--- config.mk ---
export PLATFORM = sky130hd
export DESIGN_NAME = spi_gray_rx
export DESIGN_NICKNAME = d
export VERILOG_FILES = /design/src/rtl/spi_rx_pkg.sv /design/src/rtl/sync_fifo.sv /design/src/rtl/spi_gray_rx.sv
export SDC_FILE = /design/constraint.sdc
export NUM_CORES = 1
export LEC_CHECK = 0
export CAP_MARGIN = 20
export CORE_MARGIN = 2
export CORE_UTILIZATION = 40
export DETAILED_ROUTE_END_ITERATION = 7
export SYNTH_ARGS = -nofsm -noshare
export SYNTH_HDL_FRONTEND = slang
export SYNTH_SLANG_ARGS = --single-unit
--- constraint.sdc ---
create_clock -name clk -period 1.8 [get_ports clk]
set_input_delay 0.18 -clock clk [delete_from_list [all_inputs] [get_ports clk]]
set_output_delay 0.18 -clock clk [all_outputs]
set_load 0.02 [all_outputs]
--- src/rtl/spi_rx_pkg.sv ---
// Shared types and helpers for the SPI Gray-code receiver.
package spi_rx_pkg;

  localparam int DEF_DATA_W     = 8;
  localparam int DEF_FIFO_DEPTH = 4;
  // Widest frame the Gray decoder handles; narrower values are zero-extended.
  localparam int GRAY_MAX_W     = 32;

  typedef enum logic [1:0] {
    IDLE  = 2'd0,
    SHIFT = 2'd1,
    PUSH  = 2'd2
  } rx_state_t;

  // Gray to binary: each binary bit is the XOR of all Gray bits at and above it.
  // Zero-extended inputs decode correctly because the leading zeros contribute nothing.
  function automatic logic [GRAY_MAX_W-1:0] gray2bin(input logic [GRAY_MAX_W-1:0] g);
    logic [GRAY_MAX_W-1:0] b;
    b[GRAY_MAX_W-1] = g[GRAY_MAX_W-1];
    for (int i = GRAY_MAX_W - 2; i >= 0; i--) begin
      b[i] = b[i+1] ^ g[i];
    end
    return b;
  endfunction

endpackage

--- src/rtl/sync_fifo.sv ---
// Single-clock FIFO with extra-MSB pointers; a push into a full FIFO is
// accepted only when a pop happens in the same cycle.
module sync_fifo #(
  parameter int DATA_W = 8,
  parameter int DEPTH  = 4
) (
  input  logic                       clk,
  input  logic                       rst_n,
  input  logic                       push,
  input  logic [DATA_W-1:0]          wdata,
  input  logic                       pop,
  output logic [DATA_W-1:0]          rdata,
  output logic                       full,
  output logic                       empty,
  output logic [$clog2(DEPTH):0]     count
);

  localparam int AW = $clog2(DEPTH);

  logic [AW:0]       wptr;
  logic [AW:0]       rptr;
  logic [DATA_W-1:0] mem [DEPTH];
  logic              do_push;
  logic              do_pop;

  assign empty   = (wptr == rptr);
  assign full    = (wptr[AW] != rptr[AW]) && (wptr[AW-1:0] == rptr[AW-1:0]);
  assign do_pop  = pop & ~empty;
  assign do_push = push & (~full | do_pop);
  assign count   = wptr - rptr;
  // Head entry is forced to zero while empty so the output has a defined reset value.
  assign rdata   = empty ? '0 : mem[rptr[AW-1:0]];

  // Pointer update; pointers are the only FIFO control state.
  always_ff @(posedge clk or negedge rst_n) begin
    if (!rst_n) begin
      wptr <= '0;
      rptr <= '0;
    end else begin
      if (do_push) wptr <= wptr + 1'b1;
      if (do_pop)  rptr <= rptr + 1'b1;
    end
  end

  // Storage write; contents need no reset because reads are gated by empty.
  always_ff @(posedge clk) begin
    if (do_push) mem[wptr[AW-1:0]] <= wdata;
  end

endmodule

--- src/rtl/spi_gray_rx.sv ---
// SPI slave receiver: captures MSB-first frames on the shared clock, decodes
// Gray to binary, and buffers bytes on a valid/ready stream.
// Build option: define SPI_RX_GRAY_DECODE_EN to store decoded binary; when it
// is undefined the raw shift register is stored and the decoder is absent.
module spi_gray_rx
  import spi_rx_pkg::*;
#(
  parameter int DATA_W     = DEF_DATA_W,
  parameter int FIFO_DEPTH = DEF_FIFO_DEPTH
) (
  input  logic                          clk,
  input  logic                          rst_n,
  input  logic                          cs,
  input  logic                          sclk,
  input  logic                          mosi,
  output logic [DATA_W-1:0]             rx_data,
  output logic                          rx_valid,
  input  logic                          rx_ready,
  output logic [$clog2(FIFO_DEPTH):0]   fifo_count,
  output logic                          overflow,
  output logic                          frame_err
);

  localparam int BW = $clog2(DATA_W + 2);
  localparam logic [BW-1:0] BIT_FULL = BW'(DATA_W);
  localparam logic [BW-1:0] BIT_SAT  = BW'(DATA_W + 1);

  // Saturating bit counter so excess clocks cannot wrap back to a good count.
  function automatic logic [BW-1:0] sat_inc(input logic [BW-1:0] c);
    return (c >= BIT_SAT) ? BIT_SAT : c + 1'b1;
  endfunction

  logic              cs_q;
  logic              sclk_q;
  logic              cs_fall;
  logic              cs_rise;
  logic              sclk_rise;
  rx_state_t         state;
  logic [DATA_W-1:0] shreg;
  logic [BW-1:0]     bitcnt;
  logic [DATA_W-1:0] push_data;
  logic              fifo_push;
  logic              fifo_pop;
  logic              fifo_full;
  logic              fifo_empty;

  // Input stage: one register per SPI line, same clock domain as the master.
  always_ff @(posedge clk or negedge rst_n) begin
    if (!rst_n) begin
      cs_q   <= 1'b1;
      sclk_q <= 1'b0;
    end else begin
      cs_q   <= cs;
      sclk_q <= sclk;
    end
  end

  assign cs_fall   = ~cs & cs_q;
  assign cs_rise   = cs & ~cs_q;
  assign sclk_rise = sclk & ~sclk_q & ~cs;

  // Frame FSM: shift while selected, accept only an exact DATA_W-bit frame.
  always_ff @(posedge clk or negedge rst_n) begin
    if (!rst_n) begin
      state     <= IDLE;
      shreg     <= '0;
      bitcnt    <= '0;
      frame_err <= 1'b0;
    end else begin
      frame_err <= 1'b0;
      case (state)
        IDLE: begin
          if (cs_fall) begin
            state  <= SHIFT;
            shreg  <= '0;
            bitcnt <= '0;
          end
        end
        SHIFT: begin
          if (cs_rise) begin
            if (bitcnt == BIT_FULL) begin
              state <= PUSH;
            end else begin
              state     <= IDLE;
              frame_err <= 1'b1;
            end
          end else if (sclk_rise) begin
            shreg  <= {shreg[DATA_W-2:0], mosi};
            bitcnt <= sat_inc(bitcnt);
          end
        end
        PUSH:    state <= IDLE;
        default: state <= IDLE;
      endcase
    end
  end

`ifdef SPI_RX_GRAY_DECODE_EN
  assign push_data = DATA_W'(gray2bin(GRAY_MAX_W'(shreg)));
`else
  assign push_data = shreg;
`endif

  assign fifo_push = (state == PUSH);
  assign fifo_pop  = rx_valid & rx_ready;
  assign rx_valid  = ~fifo_empty;

  // Overflow flags a completed frame lost to a full FIFO with no pop to make room.
  always_ff @(posedge clk or negedge rst_n) begin
    if (!rst_n) overflow <= 1'b0;
    else        overflow <= fifo_push & fifo_full & ~fifo_pop;
  end

  sync_fifo #(
    .DATA_W (DATA_W),
    .DEPTH  (FIFO_DEPTH)
  ) u_fifo (
    .clk   (clk),
    .rst_n (rst_n),
    .push  (fifo_push),
    .wdata (push_data),
    .pop   (fifo_pop),
    .rdata (rx_data),
    .full  (fifo_full),
    .empty (fifo_empty),
    .count (fifo_count)
  );

endmodule

# After elaboration in Yosys (flattened, before gate mapping)
# Memory sizes are Yosys's and may differ from the RTL's.
# Cells that the tools add are included.
# classes
reduce_logical	5
bitwise	16
n_lt_le_gt_ge	1
n_addsub	4
eq_ne	10
mux	19
# ops
operator	count
8-bit two-way mux	4
4-bit two-way mux	4
8-bit one-hot mux with 2 select lines	1
1-bit AND	9
2-bit != test, second input constant	4
4-bit one-hot mux with 2 select lines	1
3-bit by 1-bit adder with 3-bit output, second input constant	2
2-bit two-way mux	3
1-bit inverter	6
1-bit two-way mux	5
4-bit by 1-bit adder with 4-bit output, second input constant	1
4-bit == test, second input constant	1
4-bit greater-or-equal comparator, second input constant	1
2-bit one-hot mux with 2 select lines	1
4-bit AND reduction	1
3-bit == test	1
3-bit subtractor	1
2-bit by 1-bit == test with 1-bit output, second input constant	1
2-bit == test	1
2-bit == test, second input constant	1
2-bit logical NOT	1
2-bit AND reduction	1
2-bit nonzero test	1
1-bit logical AND	1
other kinds (2)	2
# totals
mem_count	1
ramBits	32
regBits	24
in_bits	6
# memory_table
memory	words	width	rd	rd_ports_with_merged_regs	wr	line_no	source
u_fifo.mem	4	8	1	0	1	sync_fifo.sv:22	logic [DATA_W-1:0] mem [DEPTH];

# Depth between registers and ports, before layout
# depth
ltp_word	8
depth_mapped	7

# Modules after synthesis
# A second synthesis with hierarchy kept.
# hier_totals
cells_unflattened	177
hier_area_um2	2487.4
# modules_own_cells
mod	seq_area_each_um2	instances	cells_per_inst	area_each_um2
sync_fifo	1111.1	1	95	1665.3
spi_gray_rx	451.7	1	82	822.0

# Worst setup path before layout
# No wires, ideal clock.
# synth_timing
path_kind	register -> register
from	register u_fifo.rptr[1]
to	memory u_fifo.mem[0][0], enable pin
period_less_slack_ns	1.957
slack_ns	-0.157
n_path_buf	1
path_stages_with_launch	7
arrival_ns	1.697
cell_sequence	dfrtp_1 clkbuf_1 inv_1 ha_1 nand2_1 o311a_4 and2_2
# synth_between
elab_chain_len	8
elab_cells_between_ends	11
# synth_lines
item	line_no	source
from (decl)	sync_fifo.sv:21	logic [AW:0] rptr;
from (signal assigned)	sync_fifo.sv:41	if (do_pop) rptr <= rptr + 1'b1;
3-bit == test	sync_fifo.sv:26	assign empty = (wptr == rptr);
1-bit inverter	sync_fifo.sv:28, spi_gray_rx.sv:106	
1-bit AND	spi_gray_rx.sv:105	assign fifo_pop = rx_valid & rx_ready;
1-bit AND	sync_fifo.sv:28	assign do_pop = pop & ~empty;
1-bit bitwise OR *	sync_fifo.sv:29	assign do_push = push & (~full | do_pop);
1-bit AND *	sync_fifo.sv:29	
1-bit two-way mux *	sync_fifo.sv:47	if (do_push) mem[wptr[AW-1:0]] <= wdata;
1-bit two-way mux (implied by the code) *	sync_fifo.sv:47	
to (decl)	sync_fifo.sv:22	
# Every way passes the cells marked *; elsewhere a longest branch is shown, timed or not.

# Worst setup path in the final report
# layout_timing
from	register u_fifo.rptr[0]
to	output port rx_data[4]
# layout_between
elab_chain_len	2
elab_cells_between_ends	3
# layout_lines
item	line_no	source
memory read 4 x 8 bit / 3-bit == test (equally long branches)	--	
8-bit two-way mux *	sync_fifo.sv:32	assign rdata = empty ? '0 : mem[rptr[AW-1:0]];
to (decl)	spi_gray_rx.sv:16	output logic [DATA_W-1:0] rx_data,
# Marks and branches as above.

==> impl_metrics.sql <==
INSERT INTO impl_metrics (metric_group, metric, value, unit) VALUES
('floorplan', 'io_pins', '20', ''),
('cells_and_area', 'design.final.nets', '218', ''),
('timing', 'setup_viol_count_final', '10', ''),
('cells_and_area', 'layout.core_utilization', '52.12', '%'),
('cts', 'cts_root_buf', 'sky130_fd_sc_hd__clkbuf_8', ''),
('setup_path', 'max_stage_delay', '0.48', 'ns'),
('synth', 'yosysUniqueCellTypes', '37', ''),
('timing', 'tightestPinTransition', '0.3272', 'ns'),
('timing', 'maxSlewViolCount', '0', ''),
('cells_and_area', 'area_growth', '26.66', '%'),
('timing', 'final-hold-violation-count', '0', ''),
('global_routing', 'globalRouteTotalUtil', '14.88', '%'),
('status', 'outcome', 'finished, violations left', ''),
('cells_and_area', 'layout_filler_cell_count', '498', ''),
('placed_design', 'dpl.hpwl', '2.878', 'mm'),
('detailed_routing', 'firstDrtPassIters', '4', ''),
('timing', 'period_minus_slack', '1.871', 'ns'),
('cts', 'worstSkewPairLatency', '0.30', 'ns'),
('setup_path', 'highest_delay_cell_along_the_critical_path', 'sky130_fd_sc_hd__mux4_2', ''),
('detailed_routing', 'remaining_drcs', '0', ''),
('synth', 'edff_count_synth', '32', ''),
('detailed_routing', 'detail_route.wirelength', '4.448', 'mm'),
('floorplan', 'floorplan.initialDensity', '41.15', '%'),
('detailed_routing', 'routed_wire_length_per_instance', '16.12', 'um'),
('cts', 'clock_tree.buffer_depth', '2', ''),
('floorplan', 'floorplan.rows', '28', ''),
('timing', 'relSlewSlack', '78.19', '%'),
('timing', 'final.setup_skew', '0.006080', 'ns'),
('setup_path', 'crit-reg2reg-launch', 'u_fifo.rptr[0]', ''),
('timing', 'max_freq', '534.4', 'MHz'),
('timing', 'finalSetupTns', '-0.4526', 'ns'),
('timing', 'timing.final.ws_setup', '-0.07134', 'ns'),
('floorplan', 'die_width', '81.58', 'um'),
('synth', 'yosysMostFrequentCell', 'sky130_fd_sc_hd__edfxtp_1', ''),
('setup_path', 'setup.reg_to_reg.worst_slack', '0.04', 'ns'),
('synth', 'synth-async-reset-ratio', '42.86', '%'),
('detailed_routing', 'drt-vias-per-instance', '5.181', ''),
('setup_path', 'r2r_cells', '5', ''),
('setup_path', 'timing.critical_path.required', '1.62', 'ns'),
('cts', 'htreeDepth', '2', ''),
('synth', 'syn_avg_cell_area', '15.63', 'sq um'),
('setup_path', 'worst-setup-path-type', 'register to primary output', ''),
('setup_path', 'cp_cell_sequence', 'buf_8, buf_6, mux4_2, and2_4, buf_6', ''),
('power_and_ir_drop', 'power_density', '1370', 'nW/um^2'),
('global_routing', 'grt_remaining_overflow', '0', ''),
('synth', 'synth_area_leader', 'sky130_fd_sc_hd__edfxtp_1', ''),
('detailed_routing', 'vias_post_dr', '1430', ''),
('placed_design', 'port_bufs', '19', ''),
('setup_path', 'critPathArrivalTime', '1.69', 'ns'),
('power_and_ir_drop', 'total_leakage_power', '1.234', 'nW'),
('timing', 'grt_setup_unrepaired', 'true', ''),
('global_routing', 'first_global_vias', '1419', ''),
('cts', 'cts_buffers', '5', ''),
('setup_path', 'crit_fanout', '4', ''),
('status', 'violations', 'setup timing', ''),
('power_and_ir_drop', 'ir_drop', '0.5546', 'mV'),
('global_routing', 'grt_pass1_wl', '7.127', 'mm'),
('synth', 'seq_area_frac_synth', '64.92', '%'),
('setup_path', 'critical_path_buf_inv_count', '3', ''),
('synth', 'post-synth-top-area-fraction', '39.92', '%'),
('detailed_routing', 'post_drt_antenna_nets', '0', ''),
('detailed_routing', 'dr.first_iter.drc_count', '63', ''),
('worst_hold_path', 'hold_path.class', 'input port to async pin', ''),
('setup_path', 'crit_path_frequent_cell', 'sky130_fd_sc_hd__buf_6', ''),
('synth', 'synth_nets', '172', ''),
('cells_and_area', 'ff_latch_area', '1564', 'sq um'),
('setup_path', 'reg2reg_to', 'u_fifo.mem[1][2]', ''),
('run', 'max_cap_violations', '0', ''),
('timing', 'min_period_over_period', '104.0', '%'),
('floorplan', 'die-height', '81.58', 'um'),
('synth', 'seq_cells_post_synth', '56', '');
## layout by cell type (no fill, tap or decap), drive strengths merged, types with 2 or more instances in the layout
| cell type | synthesis | final |
|---|---|---|
| buf | 3 | 35 |
| edfxtp | 32 | 32 |
| dfrtp | 23 | 23 |
| and2 | 12 | 13 |
| inv | 11 | 11 |
| ha | 11 | 11 |
| a22o | 9 | 9 |
| mux4 | 8 | 8 |
| clkdlybuf4s50 | 0 | 7 |
| nand2 | 6 | 6 |
| clkbuf | 2 | 6 |
| xnor2 | 5 | 5 |
| nand2b | 3 | 3 |
| nor2 | 3 | 3 |
| nand3 | 3 | 3 |
| nor4 | 2 | 2 |
| a21oi | 2 | 2 |
| o21ai | 2 | 2 |
## area by class of cell
class | instances | share of cell area [%]
flip-flops and latches | 56 | 51.29
multi-input cells | 83 | 27.82
repair buffers | 43 | 12.93
well taps | 75 | 3.078
clock buffers | 6 | 2.380
inverters | 11 | 1.354
clock inverters | 2 | 1.149
## sequential cells by signal, indices dropped and copies added, names as in the netlist
signal and flops:
frame_err 1, overflow 1, bitcnt 4, push_data 8, u_fifo.wptr 3, u_fifo.rptr 3, cs_q 1, state 2
u_fifo.mem 32, sclk_q 1
## routing by layer
layer | GRT usage (%) | share of wire (%)
met3 | 3.407 | 3.7
met2 | 25.08 | 53
met4 | 6.167 | 1.2
met5 | 0 | 0
met1 | 18.53 | 42
## report_power, final
part | leakage, nW | internal (mW) | total (mW) | switching, mW
registers | 0.589 | 1.44 | 1.53 | 0.0943
clock network | 0.0552 | 0.413 | 0.795 | 0.381
logic | 0.590 | 1.05 | 1.85 | 0.800
## worst reg2reg max path: cells and delay by family, from the launching register on
| family | cells | cell delay [ns] |
|---|---|---|
| buffers and inverters | 1 | 0.11 |
| AND/OR/NAND/NOR | 2 | 0.28 |
| flip-flops | 1 | 0.44 |
| AO/OA/AOI/OAI | 1 | 0.36 |
| adder cells (fa/ha/maj) | 1 | 0.34 |
## worst max-delay path by stage
| stage | from | end | depth (start not counted) |
|---|---|---|---|
| 2_1_floorplan | u_fifo.rptr[1] | u_fifo.mem[0][0] | 6 |
| 3_3_place_gp | u_fifo.rptr[0] | fifo_count[2] | 4 |
| 3_5_place_dp | u_fifo.rptr[0] | fifo_count[2] | 4 |
| 4_1_cts | u_fifo.rptr[0] | rx_data[6] | 5 |
| 5_1_grt | u_fifo.rptr[0] | rx_data[4] | 5 |
| 6_report | u_fifo.rptr[0] | rx_data[4] | 5 |
## logic make-up (layout without fill, tap and decap cells)
kind of cell	after synthesis	after routing	share of synthesized area (%)
AOI/OAI and AO/OA	20	20	7.017
xor gates and xnor gates	6	6	2.183
adders and majority gates	12	12	6.549
buffers and inverters	16	62	2.755
DFF	56	56	64.92
muxes	9	9	7.952
and+or+nand+nor	35	36	8.628
## stage by stage
step / hold WS, ns / setup WS, ns / power, mW / cell area [sq um] / cells
finish: 0.2315 / -0.07134 / 4.177 / 3049 / 276
CTS: 0.2383 / -0.1387 / 3.982 / 2955 / 272
floorplan: -0.1156 / 0.003482 / 2.418 / 2411 / 154
global route: 0.2472 / -0.1339 / 4.421 / 3049 / 276
detailed placement: 0.4871 / -0.2132 / 3.047 / 2786 / 259
global placement: 0.4787 / -0.1702 / 3.019 / 2786 / 259
## repair_timing
item / in CTS / in global routing
pin swaps: 2 / 11
hold buffers: 0 / 0
endpoints found under the setup margin: 36 / 44
buffers inserted: 4 / 3
resized for setup: 66 / 27
cloned: 1 / 2
No activity file was read; power rests on OpenSTA's default activity.
